===== src/rtl/l2_bridge_pkg.sv =====
// ---------------------------------------------------------------------------
// l2_bridge_pkg
// Shared definitions for the L2 request bridge: the default field widths,
// default buffer sizing and the packed request payload that travels from
// the upstream request mux to the L2 port.
//
// Contents:
//   *_DEF localparams : default widths and sizes used as parameter defaults
//   l2_req_t          : packed payload {add, wen, wdata, wtag, be, id, aux}
//   payload_width()   : total payload bits for an arbitrary parameter set
// ---------------------------------------------------------------------------
package l2_bridge_pkg;

  localparam int ID_WIDTH_DEF        = 20;
  localparam int ADDR_WIDTH_DEF      = 32;
  localparam int DATA_WIDTH_DEF      = 32;
  localparam int AUX_WIDTH_DEF       = 6;
  localparam int BE_WIDTH_DEF        = DATA_WIDTH_DEF / 8;
  localparam int TAG_WIDTH_DEF       = DATA_WIDTH_DEF / 8;
  localparam int DEPTH_DEF           = 4;
  localparam int MAX_OUTSTANDING_DEF = 8;

  // Field order here is the bit order used when the top level flattens a
  // request into a FIFO word, so the two must stay in step.
  typedef struct packed {
    logic [ADDR_WIDTH_DEF-1:0] add;
    logic                      wen;
    logic [DATA_WIDTH_DEF-1:0] wdata;
    logic [TAG_WIDTH_DEF-1:0]  wtag;
    logic [BE_WIDTH_DEF-1:0]   be;
    logic [ID_WIDTH_DEF-1:0]   id;
    logic [AUX_WIDTH_DEF-1:0]  aux;
  } l2_req_t;

  // Width of one stored request when the block is built with non-default
  // parameters (the packed typedef only covers the defaults).
  function automatic int payload_width(input int id_w, input int addr_w,
                                       input int data_w, input int tag_w,
                                       input int be_w, input int aux_w);
    return addr_w + 1 + data_w + tag_w + be_w + id_w + aux_w;
  endfunction

endpackage


===== src/rtl/l2_req_fifo.sv =====
// ---------------------------------------------------------------------------
// l2_req_fifo
// DEPTH-entry register-array FIFO holding flattened request words. Pointers
// wrap naturally because DEPTH is a power of two. Only the control flops
// (pointers, count) are reset; the array contents are don't-care and the
// read port is forced to zero whenever the FIFO is empty.
//
// Ports:
//   clk, rst_n : clock, asynchronous active-low reset
//   push       : write wdata into the tail (ignored while full)
//   pop        : discard the head entry (ignored while empty)
//   wdata      : word to store
//   rdata      : head entry, zero when empty
//   full       : count == DEPTH
//   empty      : count == 0
//   count      : current occupancy
// ---------------------------------------------------------------------------
module l2_req_fifo
  import l2_bridge_pkg::*;
#(
  parameter int WIDTH = 8,
  parameter int DEPTH = DEPTH_DEF
) (
  input  logic                       clk,
  input  logic                       rst_n,
  input  logic                       push,
  input  logic                       pop,
  input  logic [WIDTH-1:0]           wdata,
  output logic [WIDTH-1:0]           rdata,
  output logic                       full,
  output logic                       empty,
  output logic [$clog2(DEPTH+1)-1:0] count
);

  localparam int PTR_W = $clog2(DEPTH);
  localparam int CNT_W = $clog2(DEPTH + 1);

  logic [WIDTH-1:0] mem [DEPTH];
  logic [PTR_W-1:0] wr_ptr;
  logic [PTR_W-1:0] rd_ptr;
  logic             push_ok;
  logic             pop_ok;

  // Guard both ends locally so the FIFO can never overrun or underrun,
  // whatever the surrounding logic does.
  assign push_ok = push & ~full;
  assign pop_ok  = pop & ~empty;

  assign full  = (count == CNT_W'(DEPTH));
  assign empty = (count == '0);
  assign rdata = empty ? '0 : mem[rd_ptr];

  // Storage array: written on accepted pushes only, never reset.
  always_ff @(posedge clk) begin
    if (push_ok) begin
      mem[wr_ptr] <= wdata;
    end
  end

  // Pointer and occupancy bookkeeping. A simultaneous push and pop moves
  // both pointers and leaves the count alone.
  always_ff @(posedge clk or negedge rst_n) begin
    if (!rst_n) begin
      wr_ptr <= '0;
      rd_ptr <= '0;
      count  <= '0;
    end else begin
      if (push_ok) begin
        wr_ptr <= wr_ptr + PTR_W'(1);
      end
      if (pop_ok) begin
        rd_ptr <= rd_ptr + PTR_W'(1);
      end
      case ({push_ok, pop_ok})
        2'b10:   count <= count + CNT_W'(1);
        2'b01:   count <= count - CNT_W'(1);
        default: count <= count;
      endcase
    end
  end

endmodule


===== src/rtl/l2_req_buffer.sv =====
// ---------------------------------------------------------------------------
// l2_req_buffer
// Decouples the upstream 2:1 request mux from the L2 port. Requests are
// queued in a small FIFO (no bypass, so a request is seen downstream at the
// earliest one cycle after it was accepted) and forwarded in order. An
// in-flight counter limits how many requests may be waiting for a response
// at the target, and a sticky error flag records responses that arrive when
// nothing is outstanding.
//
// Ports:
//   clk, rst_n          : clock, asynchronous active-low reset
//   data_req_i          : upstream request
//   data_*_i            : upstream payload (add, wen, wdata, wtag, be, ID, aux)
//   data_gnt_o          : upstream grant (= FIFO not full)
//   data_req_o          : downstream request (head valid and below the cap)
//   data_*_o            : downstream payload, always the FIFO head
//   data_gnt_i          : downstream grant
//   r_valid_i           : one pulse per completed transaction
//   count_o             : FIFO occupancy
//   outstanding_o       : requests popped but not yet answered
//   err_o               : sticky response-without-request error
// ---------------------------------------------------------------------------
module l2_req_buffer
  import l2_bridge_pkg::*;
#(
  parameter int ID_WIDTH        = ID_WIDTH_DEF,
  parameter int ADDR_WIDTH      = ADDR_WIDTH_DEF,
  parameter int DATA_WIDTH      = DATA_WIDTH_DEF,
  parameter int AUX_WIDTH       = AUX_WIDTH_DEF,
  parameter int BE_WIDTH        = DATA_WIDTH / 8,
  parameter int TAG_WIDTH       = DATA_WIDTH / 8,
  parameter int DEPTH           = DEPTH_DEF,
  parameter int MAX_OUTSTANDING = MAX_OUTSTANDING_DEF
) (
  input  logic                                 clk,
  input  logic                                 rst_n,
  input  logic                                 data_req_i,
  input  logic [ADDR_WIDTH-1:0]                data_add_i,
  input  logic                                 data_wen_i,
  input  logic [DATA_WIDTH-1:0]                data_wdata_i,
  input  logic [TAG_WIDTH-1:0]                 data_wtag_i,
  input  logic [BE_WIDTH-1:0]                  data_be_i,
  input  logic [ID_WIDTH-1:0]                  data_ID_i,
  input  logic [AUX_WIDTH-1:0]                 data_aux_i,
  output logic                                 data_gnt_o,
  output logic                                 data_req_o,
  output logic [ADDR_WIDTH-1:0]                data_add_o,
  output logic                                 data_wen_o,
  output logic [DATA_WIDTH-1:0]                data_wdata_o,
  output logic [TAG_WIDTH-1:0]                 data_wtag_o,
  output logic [BE_WIDTH-1:0]                  data_be_o,
  output logic [ID_WIDTH-1:0]                  data_ID_o,
  output logic [AUX_WIDTH-1:0]                 data_aux_o,
  input  logic                                 data_gnt_i,
  input  logic                                 r_valid_i,
  output logic [$clog2(DEPTH+1)-1:0]           count_o,
  output logic [$clog2(MAX_OUTSTANDING+1)-1:0] outstanding_o,
  output logic                                 err_o
);

  localparam int PW    = payload_width(ID_WIDTH, ADDR_WIDTH, DATA_WIDTH,
                                       TAG_WIDTH, BE_WIDTH, AUX_WIDTH);
  localparam int OUT_W = $clog2(MAX_OUTSTANDING + 1);

  logic [PW-1:0] fifo_wdata;
  logic [PW-1:0] fifo_rdata;
  logic          fifo_full;
  logic          fifo_empty;
  logic          push;
  logic          pop;
  logic          below_cap;

  // Grant comes purely from FIFO state, so there is no combinational path
  // from data_req_i to data_gnt_o.
  assign data_gnt_o = ~fifo_full;
  assign push       = data_req_i & ~fifo_full;

  assign below_cap  = (outstanding_o < OUT_W'(MAX_OUTSTANDING));
  assign data_req_o = ~fifo_empty & below_cap;
  // A downstream grant without a request is simply not a pop.
  assign pop        = data_req_o & data_gnt_i;

  assign fifo_wdata = {data_add_i, data_wen_i, data_wdata_i, data_wtag_i,
                       data_be_i, data_ID_i, data_aux_i};

  assign {data_add_o, data_wen_o, data_wdata_o, data_wtag_o,
          data_be_o, data_ID_o, data_aux_o} = fifo_rdata;

  l2_req_fifo #(
    .WIDTH (PW),
    .DEPTH (DEPTH)
  ) u_fifo (
    .clk   (clk),
    .rst_n (rst_n),
    .push  (push),
    .pop   (pop),
    .wdata (fifo_wdata),
    .rdata (fifo_rdata),
    .full  (fifo_full),
    .empty (fifo_empty),
    .count (count_o)
  );

  // In-flight tracking: a pop adds one, a response removes one, both in
  // the same cycle cancel. A lone response with nothing in flight is a
  // protocol error; the counter stays at zero and the error sticks.
  always_ff @(posedge clk or negedge rst_n) begin
    if (!rst_n) begin
      outstanding_o <= '0;
      err_o         <= 1'b0;
    end else begin
      case ({pop, r_valid_i})
        2'b10: outstanding_o <= outstanding_o + OUT_W'(1);
        2'b01: begin
          if (outstanding_o == '0) begin
            err_o <= 1'b1;
          end else begin
            outstanding_o <= outstanding_o - OUT_W'(1);
          end
        end
        default: outstanding_o <= outstanding_o;
      endcase
    end
  end

endmodule


===== config.mk =====
export PLATFORM = sky130hd
export DESIGN_NAME = l2_req_buffer
export DESIGN_NICKNAME = d
export VERILOG_FILES = /design/src/rtl/l2_bridge_pkg.sv /design/src/rtl/l2_req_fifo.sv /design/src/rtl/l2_req_buffer.sv
export SDC_FILE = /design/constraint.sdc
export NUM_CORES = 1
export LEC_CHECK = 0
export ABC_AREA = 0
export CORE_MARGIN = 5
export CORE_UTILIZATION = 51
export CTS_CLUSTER_SIZE = 30
export DETAILED_ROUTE_END_ITERATION = 10
export HOLD_SLACK_MARGIN = 0.1
export PLACE_DENSITY = 0.75
export SLEW_MARGIN = 20
export SYNTH_ARGS = -nofsm -noshare
export SYNTH_HDL_FRONTEND = slang
export SYNTH_SLANG_ARGS = --single-unit

===== constraint.sdc =====
create_clock -name clk -period 7.8 [get_ports clk]
set_clock_uncertainty 0.1 [all_clocks]
set_input_delay 1.95 -clock clk [delete_from_list [all_inputs] [get_ports clk]]
set_output_delay 1.95 -clock clk [all_outputs]
set_load 0.03 [all_outputs]

After elaboration in Yosys (flattened, before gate mapping)
Memories as Yosys holds them, arrays and structs flattened.
Cells that the tools add are included.
Widths: inputs -> output; s select.
{"block": "op_classes", "bitwise": 7, "n_reduce_logical": 6, "n_eq_ne": 6, "magnitude_cmp": 1, "muxes": 6, "addsub": 6}
{"cell": "$mux 99", "n": 1}
{"cell": "$pmux 4 s2", "n": 1}
{"cell": "$pmux 3 s2", "n": 1}
{"cell": "$and 1x1->1", "n": 5}
{"cell": "$add 2x1->2 const B", "n": 2}
{"cell": "$add 4x1->4 const B", "n": 1}
{"cell": "$eq 2x1->1 const B", "n": 2}
{"cell": "$eq 2x2->1 const B", "n": 2}
{"cell": "$logic_not 4->1", "n": 1}
{"cell": "$lt 4x4->1 const B", "n": 1}
{"cell": "$mux 4", "n": 1}
{"cell": "$reduce_and 2->1", "n": 2}
{"cell": "$reduce_bool 2->1", "n": 2}
{"cell": "$sub 4x1->4 const B", "n": 1}
{"cell": "$add 3x1->3 const B", "n": 1}
{"cell": "$eq 3x3->1 const B", "n": 1}
{"cell": "$logic_not 3->1", "n": 1}
{"cell": "$sub 3x1->3 const B", "n": 1}
{"cell": "$mux 1", "n": 2}
{"cell": "$ne 2x2->1 const B", "n": 1}
{"cell": "$not 1->1", "n": 2}
{"block": "word_totals", "n_memories": 1, "word_cells": 38, "ff_bits": 12, "output_inout_bits": 109, "in_bits": 104, "mem_bits_rw": 396}
{"memory": "u_fifo.mem", "words": 4, "width": 99, "rd": 1, "rd_ports_with_merged_regs": 0, "write_ports": 1, "line": "l2_req_fifo.sv:38", "source": "logic [WIDTH-1:0] mem [DEPTH];"}

Logic depth before layout (Yosys ltp)
{"block": "logic_depth", "depth_word": 7, "depth_mapped": 10, "depth_no_buf": 10}

By module
A second synthesis with hierarchy kept.
{"block": "hier_totals", "hier_cells": 702, "area_unflattened_um2": 15733.8}
{"mod": "l2_req_fifo", "cells_each": 665, "instances": 1, "area_each_um2": 15363.5}
{"mod": "l2_req_buffer", "cells_each": 37, "instances": 1, "area_each_um2": 370.4}

Worst setup path before layout
Ideal clock, no wire load.
{"block": "synth_path", "path_type": "input-to-reg", "from": "input data_req_i", "to": "memory u_fifo.mem[0][0] (netlist name), enable pin", "required_ns": 7.230, "path_stages": 1, "path_slack_ns": 2.950, "arrival_time_ns": 4.280, "cell_sequence": "and3_1"}
{"block": "synth_between", "elab_chain_cells": 4}
{"item": "from (decl)", "line": "l2_req_buffer.sv:37", "source": "input logic data_req_i,"}
{"item": "$and 1x1->1", "line": "l2_req_buffer.sv:76", "source": "assign push = data_req_i & ~fifo_full;"}
{"item": "$and 1x1->1", "line": "l2_req_fifo.sv:46", "source": "assign push_ok = push & ~full;"}
{"item": "$mux 1", "line": "l2_req_fifo.sv:55", "source": "if (push_ok) begin"}
{"item": "$mux 1 (implied by the code)", "line": "l2_req_fifo.sv:56", "source": "mem[wr_ptr] <= wdata;"}
{"item": "to (decl)", "line": "l2_req_fifo.sv:38"}
Every way passes these cells.

Worst setup path after layout
{"block": "layout_path", "from": "register u_fifo.rd_ptr[0]", "to": "output data_add_o[16]"}
{"block": "layout_between", "elab_chain_cells": 2}
{"item": "from (decl)", "line": "l2_req_fifo.sv:40", "source": "logic [PTR_W-1:0] rd_ptr;"}
{"item": "from (signal assigned)", "line": "l2_req_fifo.sv:72", "source": "rd_ptr <= rd_ptr + PTR_W'(1);"}
{"item": "$mem_v2 4x99"}
{"item": "$mux 99", "line": "l2_req_fifo.sv:51", "source": "assign rdata = empty ? '0 : mem[rd_ptr];"}
{"item": "to (decl)", "line": "l2_req_buffer.sv:47", "source": "output logic [ADDR_WIDTH-1:0] data_add_o,"}
Every way passes these cells.

==> results_dict.tcl <==
set metrics [dict create \
    synthTopCellsByArea "edfxtp_1 76%, mux4_2 14%, and2_1 4.0%, dfrtp_1 1.9%, ha_1 0.48%" \
    grt_pass1_wl_mm 45.9 \
    finalCriticalPeriod_ps 5330 \
    clock_sinks 408 \
    p_per_area_mw_per_mm2 430 \
    drv_slew 0 \
    synth_top_area_cell "edfxtp_1" \
    netlist_area_sq_mm 0.0156 \
    hp-class "reg -> reg" \
    clk_pin_slew_ps 60 \
    timing.hold.ws_ps 370 \
    fin_nets 1038 \
    maxSlewHeadroom 0.394 \
    via_per_inst 5.46 \
    gr-total-overflow 0 \
    rsz0062_at_grt "false" \
    synth_cells 699 \
    ys_warn_count 0 \
    htree_levels 2 \
    clock-root-buffer "clkbuf_16" \
    power_frac_comb 0.401 \
    antenna_found_initial 3 \
    setup_violations 0 \
    fin_tns_setup_ps 0 \
    arrival_ps 3280 \
    initial_core_util 0.514 \
    die_area_sq_mm 0.0343 \
    cts_buffers 41 \
    grt_max_degree 76 \
    drcViolationCount 0 \
    grt_usage 0.176 \
    endpoint_kind "primary output" \
    p_switching_uw 2770 \
    core_area_sq_mm 0.0304 \
    postSynthAreaPerCell_sq_um 22.4 \
    die_w_microns 185 \
    cts_setup_buffers 0 \
    syn_nets 810 \
    drtIter0Drc 421 \
    first_pass_iters 4 \
    synthToLayoutAreaGrowth_pct 25.2 \
    crit_type "reg -> out" \
    synth_top_area_share 0.760 \
    swShare 0.328 \
    critPathMaxFanout 34 \
    clock_latency_ps 500 \
    power_uw 8420 \
    detail_route.wl_per_cell_microns 22.0 \
    io_buffers 212 \
    synth-seq-cells 408 \
    first_global_vias 8028 \
    fmax_mhz 188 \
    p_clk_frac 0.237 \
    ys_seq_area_frac 0.779 \
    worst-endpoint-required_ps 5750 \
    vias 7382 \
    ys_types 39 \
    vdd_drop_max_mv 0.369 \
    internal_power_uw 5650 \
    wl_mm 29.7 \
    dp_cells 1280 \
    critPathLaunchType "register" \
    hold_buffers 0 \
    ctsResizeCount 0 \
    gp_congestion 0.704 \
    fin_cells 1351 \
    drv_cap 0 \
    drive_gt1_frac 0.187 \
    worstMarginPinSlew_ps 909 \
    rows 64 \
    hpwl_mm 17.6 \
    ant_nets 0 \
    pwr-share-seq 0.363 \
    die_height_microns 185 \
    io_pins 213 \
    cts_tree "done" \
    period_share 0.683 \
    clk_path_buf_depth 3 \
    run_status "completed" \
    hold_viol_final 0 \
    leakage_uw 0.00636 \
]
## kinds of logic after synthesis
family | count (synthesis) | share of synthesized area
muxes | 101 | 0.144
DFF | 408 | 0.779
AOI/OAI and AO/OA | 11 | 0.00536
adders and majority gates | 7 | 0.00608
xor gates and xnor gates | 8 | 0.00448
buffers and inverters | 43 | 0.0126
and+or+nand+nor | 121 | 0.0482
## worst max-delay path, cell delays in order (launching register included)
cell and delay, ps:
dfrtp_4 720, buf_4 640, mux4_2 590, and2_1 190
clkdlybuf4s50_1 600
## state kept, by name (all words and copies together) (netlist names)
name	count
u_fifo.mem	396
outstanding_o	4
u_fifo.count	3
u_fifo.rd_ptr	2
u_fifo.wr_ptr	2
err_o	1
## Yosys cell counts (all sizes together)
cell type,count
nor3,3
or3,1
nand2,5
nor2b,1
xnor2,6
fa,1
xor2,2
o31ai,1
nand4b,1
a31o,1
clkbuf,17
a21oi,1
a22oi,1
and2b,1
a211oi,1
mux2,1
and3,4
nand3,2
mux4,99
buf,19
a41oi,1
ha,6
nor4,1
o21ai,2
o22a,1
edfxtp,396
and2,100
o211ai,1
nor2,2
mux2i,1
o31a,1
inv,7
dfrtp,12
## area by class of cell
class	instances	area (sq um)
multi-input combinational	248	3280
tap	396	495
fill	2048	10800
clock buffer	48	1070
clock inverter	22	304
antenna	1	2.50
inverter	7	31.3
timing repair buffer	221	2200
sequential	408	12200
## placed cells by master, fill, tap and decap left out, drive strengths merged, types with 2 or more instances in the layout
master,n
edfxtp,396
xor2,2
buf,9
o21ai,2
mux4,99
and3,4
nor3,3
nor2,2
dfrtp,12
and2,100
nand2,5
clkinv,13
xnor2,6
clkdlybuf4s50,212
ha,6
clkbuf,48
bufinv,8
nand3,2
inv,7
## path summary, 6_finish.rpt
kind | startpoint | end | slack (ps) | cells past startpoint
max in group asynchronous | rst_n | u_fifo.rd_ptr[0]$_DFFE_PN0P_ | 5390 | 1
setup reg to reg | u_fifo.count[2]$_DFFE_PN0P_ | u_fifo.count[2]$_DFFE_PN0P_ | 4880 | 10
setup / recovery | u_fifo.rd_ptr[0]$_DFFE_PN0P_ | data_add_o[16] | 2470 | 4
hold / removal | err_o$_DFFE_PN0P_ | err_o$_DFFE_PN0P_ | 370 | 1
min in group asynchronous | rst_n | err_o$_DFFE_PN0P_ | 1740 | 1
hold reg to reg | err_o$_DFFE_PN0P_ | err_o$_DFFE_PN0P_ | 370 | 1
## stage by stage
| stage | setup slack [ps] | utilization | cell area [sq um] |
|---|---|---|---|
| 2_1_floorplan | 2950 | - | 15600 |
| 3_3_place_gp | 2890 | 0.598 | 18200 |
| 3_5_place_dp | 2890 | 0.598 | 18200 |
| 4_1_cts | 2310 | 0.644 | 19600 |
| 5_1_grt | 2170 | 0.644 | 19600 |
| 6_report | 2470 | 0.644 | 19600 |
## metal layers
metal | vias to the layer above | global-route usage | wire length [microns] | part of all wire
met5 | - | 0 | 27 | 0.00091
met2 | 190 | 0.294 | 14800 | 0.50
met4 | 4 | 0.0367 | 459 | 0.015
met3 | 38 | 0.0524 | 2180 | 0.073
li1 | 3299 | - | - | -
met1 | 3851 | 0.233 | 12200 | 0.41
## power by group through the flow
stage	Sequential (uW)	Clock [uW]	Combinational [uW]
after floorplan	3100	0	2170
after global placement	3080	0	3420
after detailed placement	3110	0	3430
after CTS	3060	2040	3450
after global routing	3100	2130	3590
final	3050	1990	3370
Power figures use the tool's default switching activity.
